[config.mk]
export PLATFORM = sky130hd
export DESIGN_NAME = seg7_scan_capture
export DESIGN_NICKNAME = d
export VERILOG_FILES = /design/src/rtl/seg7_pkg.sv /design/src/rtl/seg7_pattern_decode.sv /design/src/rtl/seg7_scan_capture.sv
export SDC_FILE = /design/constraint.sdc
export NUM_CORES = 1
export LEC_CHECK = 0
export CAP_MARGIN = 25
export CORE_MARGIN = 3
export CORE_UTILIZATION = 40
export DETAILED_ROUTE_END_ITERATION = 10
export MAX_ROUTING_LAYER = met4
export PLACE_DENSITY = 0.57
export SLEW_MARGIN = 0
export SYNTH_ARGS = -nofsm -noshare
export SYNTH_HDL_FRONTEND = slang
export SYNTH_SLANG_ARGS = --single-unit
[constraint.sdc]
create_clock -name clk -period 4.36 [get_ports clk]
set_input_delay 0.654 -clock clk [delete_from_list [all_inputs] [get_ports clk]]
set_output_delay 0.654 -clock clk [all_outputs]
set_load 0.02 [all_outputs]
[src/rtl/seg7_pkg.sv]
// Shared 7-segment pattern table (active-low, bit6=g .. bit0=a) used by the encoder and the capture monitor.
package seg7_pkg;

    localparam logic [6:0] SEG_0 = 7'b1000000;
    localparam logic [6:0] SEG_1 = 7'b1111001;
    localparam logic [6:0] SEG_2 = 7'b0100100;
    localparam logic [6:0] SEG_3 = 7'b0110000;
    localparam logic [6:0] SEG_4 = 7'b0011001;
    localparam logic [6:0] SEG_5 = 7'b0010010;
    localparam logic [6:0] SEG_6 = 7'b0000010;
    localparam logic [6:0] SEG_7 = 7'b1111000;
    localparam logic [6:0] SEG_8 = 7'b0000000;
    localparam logic [6:0] SEG_9 = 7'b0010000;
    localparam logic [6:0] SEG_A = 7'b0001000;
    localparam logic [6:0] SEG_B = 7'b0000011;
    localparam logic [6:0] SEG_C = 7'b1000110;
    localparam logic [6:0] SEG_D = 7'b0100001;
    localparam logic [6:0] SEG_E = 7'b0000110;
    localparam logic [6:0] SEG_F = 7'b0001110;

    typedef enum logic [1:0] {
        ST_WAIT,
        ST_SETTLE,
        ST_HOLD
    } scan_state_t;

    // Returns {valid, nibble}; unknown patterns yield {0, 4'h0}.
    function automatic logic [4:0] seg7_to_nibble(input logic [6:0] seg);
        case (seg)
            SEG_0:   return {1'b1, 4'h0};
            SEG_1:   return {1'b1, 4'h1};
            SEG_2:   return {1'b1, 4'h2};
            SEG_3:   return {1'b1, 4'h3};
            SEG_4:   return {1'b1, 4'h4};
            SEG_5:   return {1'b1, 4'h5};
            SEG_6:   return {1'b1, 4'h6};
            SEG_7:   return {1'b1, 4'h7};
            SEG_8:   return {1'b1, 4'h8};
            SEG_9:   return {1'b1, 4'h9};
            SEG_A:   return {1'b1, 4'hA};
            SEG_B:   return {1'b1, 4'hB};
            SEG_C:   return {1'b1, 4'hC};
            SEG_D:   return {1'b1, 4'hD};
            SEG_E:   return {1'b1, 4'hE};
            SEG_F:   return {1'b1, 4'hF};
            default: return 5'b0_0000;
        endcase
    endfunction

    function automatic logic [6:0] nibble_to_seg7(input logic [3:0] nib);
        case (nib)
            4'h0: return SEG_0;
            4'h1: return SEG_1;
            4'h2: return SEG_2;
            4'h3: return SEG_3;
            4'h4: return SEG_4;
            4'h5: return SEG_5;
            4'h6: return SEG_6;
            4'h7: return SEG_7;
            4'h8: return SEG_8;
            4'h9: return SEG_9;
            4'hA: return SEG_A;
            4'hB: return SEG_B;
            4'hC: return SEG_C;
            4'hD: return SEG_D;
            4'hE: return SEG_E;
            default: return SEG_F;
        endcase
    endfunction

endpackage

[src/rtl/seg7_pattern_decode.sv]
// Combinational active-low segment pattern to {valid, nibble} decoder.
module seg7_pattern_decode
    import seg7_pkg::*;
(
    input  logic [6:0] seg_i,
    output logic [3:0] nibble_o,
    output logic       valid_o
);

    always_comb begin
        {valid_o, nibble_o} = seg7_to_nibble(seg_i);
    end

endmodule

[src/rtl/seg7_scan_capture.sv]
// Display bus monitor: samples each multiplexed digit once it has been stable long enough
// and publishes a complete frame of nibbles plus per-digit pattern-error flags.
module seg7_scan_capture
    import seg7_pkg::*;
#(
    parameter int DIGITS = 4,
    parameter int SETTLE = 8
) (
    input  logic                  clk,
    input  logic                  rst_n,
    input  logic [DIGITS-1:0]     an_n,
    input  logic [6:0]            seg_n,
    output logic [4*DIGITS-1:0]   value,
    output logic [DIGITS-1:0]     err_mask,
    output logic                  frame_valid
);

    localparam int IDXW = (DIGITS > 1) ? $clog2(DIGITS) : 1;
    localparam int CW   = $clog2(SETTLE + 1);
    localparam int BUSW = DIGITS + 7;

    logic [DIGITS-1:0]   an_meta_q, an_s_q;
    logic [6:0]          seg_meta_q, seg_s_q;
    logic [BUSW-1:0]     bus_s, bus_prev_q;
    logic                bus_same;
    logic [CW-1:0]       cnt_q, cnt_d;
    scan_state_t         state_q, state_d;
    logic                capture;
    logic [3:0]          low_cnt;
    logic [IDXW-1:0]     dig_idx;
    logic                one_low;
    logic [3:0]          dec_nib;
    logic                dec_valid;
    logic [DIGITS-1:0]   seen_q, seen_d, cap_hit;
    logic                frame_done;
    logic [4*DIGITS-1:0] shadow_nib, value_q;
    logic [DIGITS-1:0]   shadow_err, err_q;
    logic                fv_q;

    assign bus_s      = {an_s_q, seg_s_q};
    assign bus_same   = (bus_s == bus_prev_q);
    assign one_low    = (low_cnt == 4'd1);
    assign frame_done = &seen_q;

    seg7_pattern_decode u_decode (
        .seg_i    (seg_s_q),
        .nibble_o (dec_nib),
        .valid_o  (dec_valid)
    );

    // Count low anodes; dig_idx is only meaningful when exactly one is low.
    always_comb begin
        low_cnt = '0;
        dig_idx = '0;
        for (int i = 0; i < DIGITS; i++) begin
            if (!an_s_q[i]) begin
                low_cnt = low_cnt + 4'd1;
                dig_idx = IDXW'(i);
            end
        end
    end

    always_comb begin
        cnt_d = cnt_q;
        if (!bus_same) begin
            cnt_d = '0;
        end else if (cnt_q != CW'(SETTLE)) begin
            cnt_d = cnt_q + 1'b1;
        end
    end

    // FSM: state register
    always_ff @(posedge clk or negedge rst_n) begin
        if (!rst_n) begin
            state_q <= ST_WAIT;
        end else begin
            state_q <= state_d;
        end
    end

    // FSM: next state
    always_comb begin
        state_d = state_q;
        case (state_q)
            ST_WAIT: begin
                if (one_low) state_d = ST_SETTLE;
            end
            ST_SETTLE: begin
                if (!bus_same)                     state_d = one_low ? ST_SETTLE : ST_WAIT;
                else if (cnt_q >= CW'(SETTLE - 1)) state_d = ST_HOLD;
            end
            ST_HOLD: begin
                if (!bus_same) state_d = one_low ? ST_SETTLE : ST_WAIT;
            end
            default: state_d = ST_WAIT;
        endcase
    end

    // FSM: outputs
    always_comb begin
        capture = (state_q == ST_SETTLE) && bus_same && (cnt_q >= CW'(SETTLE - 1));
    end

    // Per-digit shadow slots; a re-capture before frame completion simply overwrites.
    for (genvar gi = 0; gi < DIGITS; gi++) begin : g_slot
        logic [3:0] nib_q;
        logic       bad_q;

        assign cap_hit[gi] = capture && (dig_idx == IDXW'(gi));

        always_ff @(posedge clk or negedge rst_n) begin
            if (!rst_n) begin
                nib_q <= '0;
                bad_q <= 1'b0;
            end else if (cap_hit[gi]) begin
                nib_q <= dec_nib;
                bad_q <= ~dec_valid;
            end
        end

        assign shadow_nib[4*gi +: 4] = nib_q;
        assign shadow_err[gi]        = bad_q;
    end

    // A capture landing on the publish edge starts the next frame.
    assign seen_d = (frame_done ? '0 : seen_q) | cap_hit;

    always_ff @(posedge clk or negedge rst_n) begin
        if (!rst_n) begin
            an_meta_q  <= '1;
            an_s_q     <= '1;
            seg_meta_q <= '1;
            seg_s_q    <= '1;
            bus_prev_q <= '1;
            cnt_q      <= '0;
            seen_q     <= '0;
            value_q    <= '0;
            err_q      <= '0;
            fv_q       <= 1'b0;
        end else begin
            an_meta_q  <= an_n;
            an_s_q     <= an_meta_q;
            seg_meta_q <= seg_n;
            seg_s_q    <= seg_meta_q;
            bus_prev_q <= bus_s;
            cnt_q      <= cnt_d;
            seen_q     <= seen_d;
            fv_q       <= frame_done;
            if (frame_done) begin
                value_q <= shadow_nib;
                err_q   <= shadow_err;
            end
        end
    end

    assign value       = value_q;
    assign err_mask    = err_q;
    assign frame_valid = fv_q;

endmodule
==> summary.txt <==
vias per cell: 5.01
startpoint of the worst register-to-register path: an_s_q[1]
simple logic cell fraction of the synthesized area: 0.207
final period utilization: 0.517
power share of the clock group: 0.377
number of buffers added to fix hold violations after cts: 0
width of the chip: 99.8 microns
fraction of power spent switching nets: 0.239
Leak: 1.95 nW
final number of max-transition violations: 0
clock root cell: sky130_fd_sc_hd__clkbuf_8
Sequential Power Share: 0.570
largest area contributor in the netlist: sky130_fd_sc_hd__dfrtp_1
CTS tree: done
post-detailed-routing wire length: 6120 microns
Crit path top cell by count: sky130_fd_sc_hd__ha_1
row count: 33
Register-to-Register Path Depth: 7
VDD IR max: 0.191 mV
RSZ-0062 raised after global routing: false
proportion of power drawn by combinational gates: 0.053
power dissipated by switching net loads: 0.000347 W
count of unresolved DRC violations after routing: 0
compound-cell area share of the yosys netlist: 0.0523
CTS HTree Levels: 3
CP Data Required Time: 4.63 ns
number of buffers added by the clock tree synthesis step: 9
first drt pass iteration count: 4
Critical Path End Type: register
Syn Nets: 328
via count of the routed design: 2271
power density over cell area: 352 mW/mm^2
# port buffers: 33
top-level I/O count: 34
area grow syn2layout: 17.7%
wire length of the first global-routing pass: 11100 microns
initial cell density of the core: 0.419
fillers: 778
standard cell with the maximum stage delay on the critical path: sky130_fd_sc_hd__dfstp_2
largest driver fanout on the critical path: 6
status: completed
fraction of synthesized area in multiplexers: 0.0441
remaining antenna violation count after routing: 0
Std-Cell Core Area: 0.00838 sq mm
largest net degree at the start of global routing: 85
Setup Total Neg Slack: 0 ns
total congestion overflow after global routing: 0
total power of the final layout: 0.00146 W
Syn Std Cell Area: 0.00352 sq mm
post-synthesis xor/xnor area fraction: 0.0399
Async SR Flop Fraction: 1.00
count of nets after finishing: 361
standard cell area after detailed placement: 0.00392 sq mm
Adder-Cell Fraction of Synth Area: 0.0210
final critical path time including I/O delays and setup: 2.26 ns
MaxCap Viol Count: 0
first-iteration detailed-routing DRC count: 75
antenna violations before repair: 0
primary flip-flop cell chosen by synthesis mapping: sky130_fd_sc_hd__dfrtp_1
top achievable clock speed: 0.443 GHz
cell-by-cell listing of the critical path: inv_1, ha_1, xnor2_1, ha_1, or4_1, o21ai_0, o2bb2ai_1
die area: 0.00995 sq mm
post-CTS setup repair buffer count: 0
number of register bits inferred by synthesis: 84
clock-pin slew on the worst setup and hold paths: 0.09 ns
Antenna diodes: 0
path type of the worst setup path: register to register
fraction of layout instances using a drive strength above 1: 0.216
Post-Layout Cell Count: 453
quantity of gates resized following cts: 0
Final Cell Area: 0.00414 sq mm
total instance count after detailed placement: 436
critical path arrival: 2.52 ns
Critical Path Start Type: register
global placement routability congestion: 0.824
total global-route track usage: 0.144
largest family of logic cells by synthesized area: simple AND/OR/NAND/NOR gates
classification of the worst-slack hold path: input pin to asynchronous set/reset pin
detailed-route wire length per cell: 13.5 microns
Post-Syn Instances: 310
Pint: 0.00111 W
Relative slew margins: 0.527
via count of the first global-routing pass: 2323
floorplan die height: 99.8 microns
actual transition at the worst max-transition pin: 0.704 ns
sequential-to-total area share from yosys stat: 0.610
clock tree skew after final layout: 0.0142 ns
fraction of synthesized cell area taken by the top area cell type: 0.363
worst skew pair latency: 0.35 ns
total of warnings raised by yosys: 0
Yosys cell types: 46
r2r endpoint: state_q[0]
Post-synth EDFFs: 0
final-report hold violation count: 0
number of failing setup endpoints in the final timing report: 0
syn_area_per_cell: 11.3 sq um
largest buffer count on any clock path: 2
top post-synthesis cells by area: sky130_fd_sc_hd__dfrtp_1 (36%), sky130_fd_sc_hd__dfstp_2 (25%), sky130_fd_sc_hd__nand2_1 (8.6%), sky130_fd_sc_hd__mux2_2 (3.8%), sky130_fd_sc_hd__xor2_1 (3.0%)
number of clock sinks seen by CTS: 84
R2R Setup Slk: 2.10 ns
fraction of the core area covered by cells at the end of the flow: 0.494
detailed placement HPWL: 3960 microns
delay of the slowest critical-path stage: 0.60 ns
[cell families after synthesis]
family | after synthesis
buffers and inverters | 21
AO/OA/AOI/OAI | 27
flip-flops | 84
adder cells (fa/ha/maj) | 6
XOR/XNOR | 16
AND/OR/NAND/NOR | 142
multiplexers | 14
[per-layer routing]
metal	wire [microns]	track usage	part of all wire	vias up
li1	-	-	-	1111
met1	2900	0.183	0.47	1103
met2	2890	0.223	0.47	48
met3	241	0.0281	0.039	9
met4	87	0.0662	0.014	0
met5	0	-	0	-
[critical path: cells and delay by family (launching register included)]
| family | cells | cell delay, ns |
|---|---|---|
| and+or+nand+nor | 1 | 0.48 |
| buffers and inverters | 1 | 0.06 |
| adders and majority gates | 2 | 0.57 |
| xor gates and xnor gates | 1 | 0.25 |
| AOI/OAI and AO/OA | 2 | 0.21 |
| DFF | 1 | 0.60 |
[registers in the layout (all words and copies together) (netlist names)]
name,flops
state_q,2
seen_q,4
an_meta_q,4
an_s_q,4
cnt_q,4
err_mask,4
value,16
g_slot.bad_q,4
frame_valid,1
seg_s_q,7
seg_meta_q,7
bus_prev_q,11
g_slot.nib_q,16
[synth_stat cells (5+ instances only)]
cell type                  number
sky130_fd_sc_hd__nor2_1        14
sky130_fd_sc_hd__ha_1           5
sky130_fd_sc_hd__dfrtp_1       51
sky130_fd_sc_hd__xor2_1        12
sky130_fd_sc_hd__o21ai_0        8
sky130_fd_sc_hd__mux2_2        12
sky130_fd_sc_hd__nand4_2        5
sky130_fd_sc_hd__inv_1          8
sky130_fd_sc_hd__dfstp_2       33
sky130_fd_sc_hd__clkbuf_1       8
sky130_fd_sc_hd__nand2_1       81
sky130_fd_sc_hd__nand2b_1       5
sky130_fd_sc_hd__nor4_1         9
[power groups by stage]
stage               Sequential, W  Combinational (W)  Clock [W]
floorplan                0.000831          0.0000544          0
global placement         0.000843          0.0000760          0
detailed placement       0.000844          0.0000773          0
CTS                      0.000830          0.0000775   0.000575
global route             0.000835          0.0000897   0.000611
finish                   0.000830          0.0000775   0.000549
[worst max path at each step]
stage,startpoint,cells after the start,end
finish,an_s_q[1],7,state_q[0]
detailed placement,an_s_q[1],7,state_q[0]
global route,an_s_q[1],7,state_q[0]
global placement,an_s_q[1],7,state_q[0]
CTS,an_s_q[1],7,state_q[0]
floorplan,an_s_q[1],7,state_q[0]
[layout by cell type, fill, tap and decap left out, types with 3 or more instances in the layout]
master / synthesis / routed
sky130_fd_sc_hd__clkbuf_8: 0 / 9
sky130_fd_sc_hd__dfrtp_1: 51 / 51
sky130_fd_sc_hd__inv_1: 8 / 8
sky130_fd_sc_hd__mux2_2: 12 / 12
sky130_fd_sc_hd__nand2b_1: 5 / 5
sky130_fd_sc_hd__nor2_1: 14 / 14
sky130_fd_sc_hd__xnor2_1: 4 / 4
sky130_fd_sc_hd__nor4_1: 9 / 9
sky130_fd_sc_hd__nand4_1: 3 / 3
sky130_fd_sc_hd__clkdlybuf4s50_1: 0 / 32
sky130_fd_sc_hd__dfstp_2: 33 / 33
sky130_fd_sc_hd__nand3_1: 3 / 3
sky130_fd_sc_hd__nor2b_1: 3 / 3
sky130_fd_sc_hd__xor2_1: 12 / 12
sky130_fd_sc_hd__nand4_2: 5 / 5
sky130_fd_sc_hd__nand2_1: 81 / 81
sky130_fd_sc_hd__o21ai_0: 8 / 8
sky130_fd_sc_hd__a21oi_1: 3 / 3
sky130_fd_sc_hd__a21o_1: 4 / 4
sky130_fd_sc_hd__ha_1: 5 / 5
[final cells by class]
cell class	count	area [sq um]	area share
Multi-Input combinational cell	205	1280	0.310
Clock buffer	9	124	0.0299
Tap cell	105	131	0.0317
Inverter	8	30.0	0.00726
Timing Repair Buffer	35	355	0.0859
Sequential cell	84	2140	0.518
Clock inverter	7	73.8	0.0178
[stage by stage]
| step | worst slack (ns) | hold WS, ns |
|---|---|---|
| global route | 1.92 | 0.289 |
| floorplan | 2.25 | 0.345 |
| CTS | 2.09 | 0.360 |
| finish | 2.10 | 0.276 |
| global placement | 2.19 | 0.345 |
| detailed placement | 2.13 | 0.347 |
No activity file was read; power rests on OpenSTA's default activity.
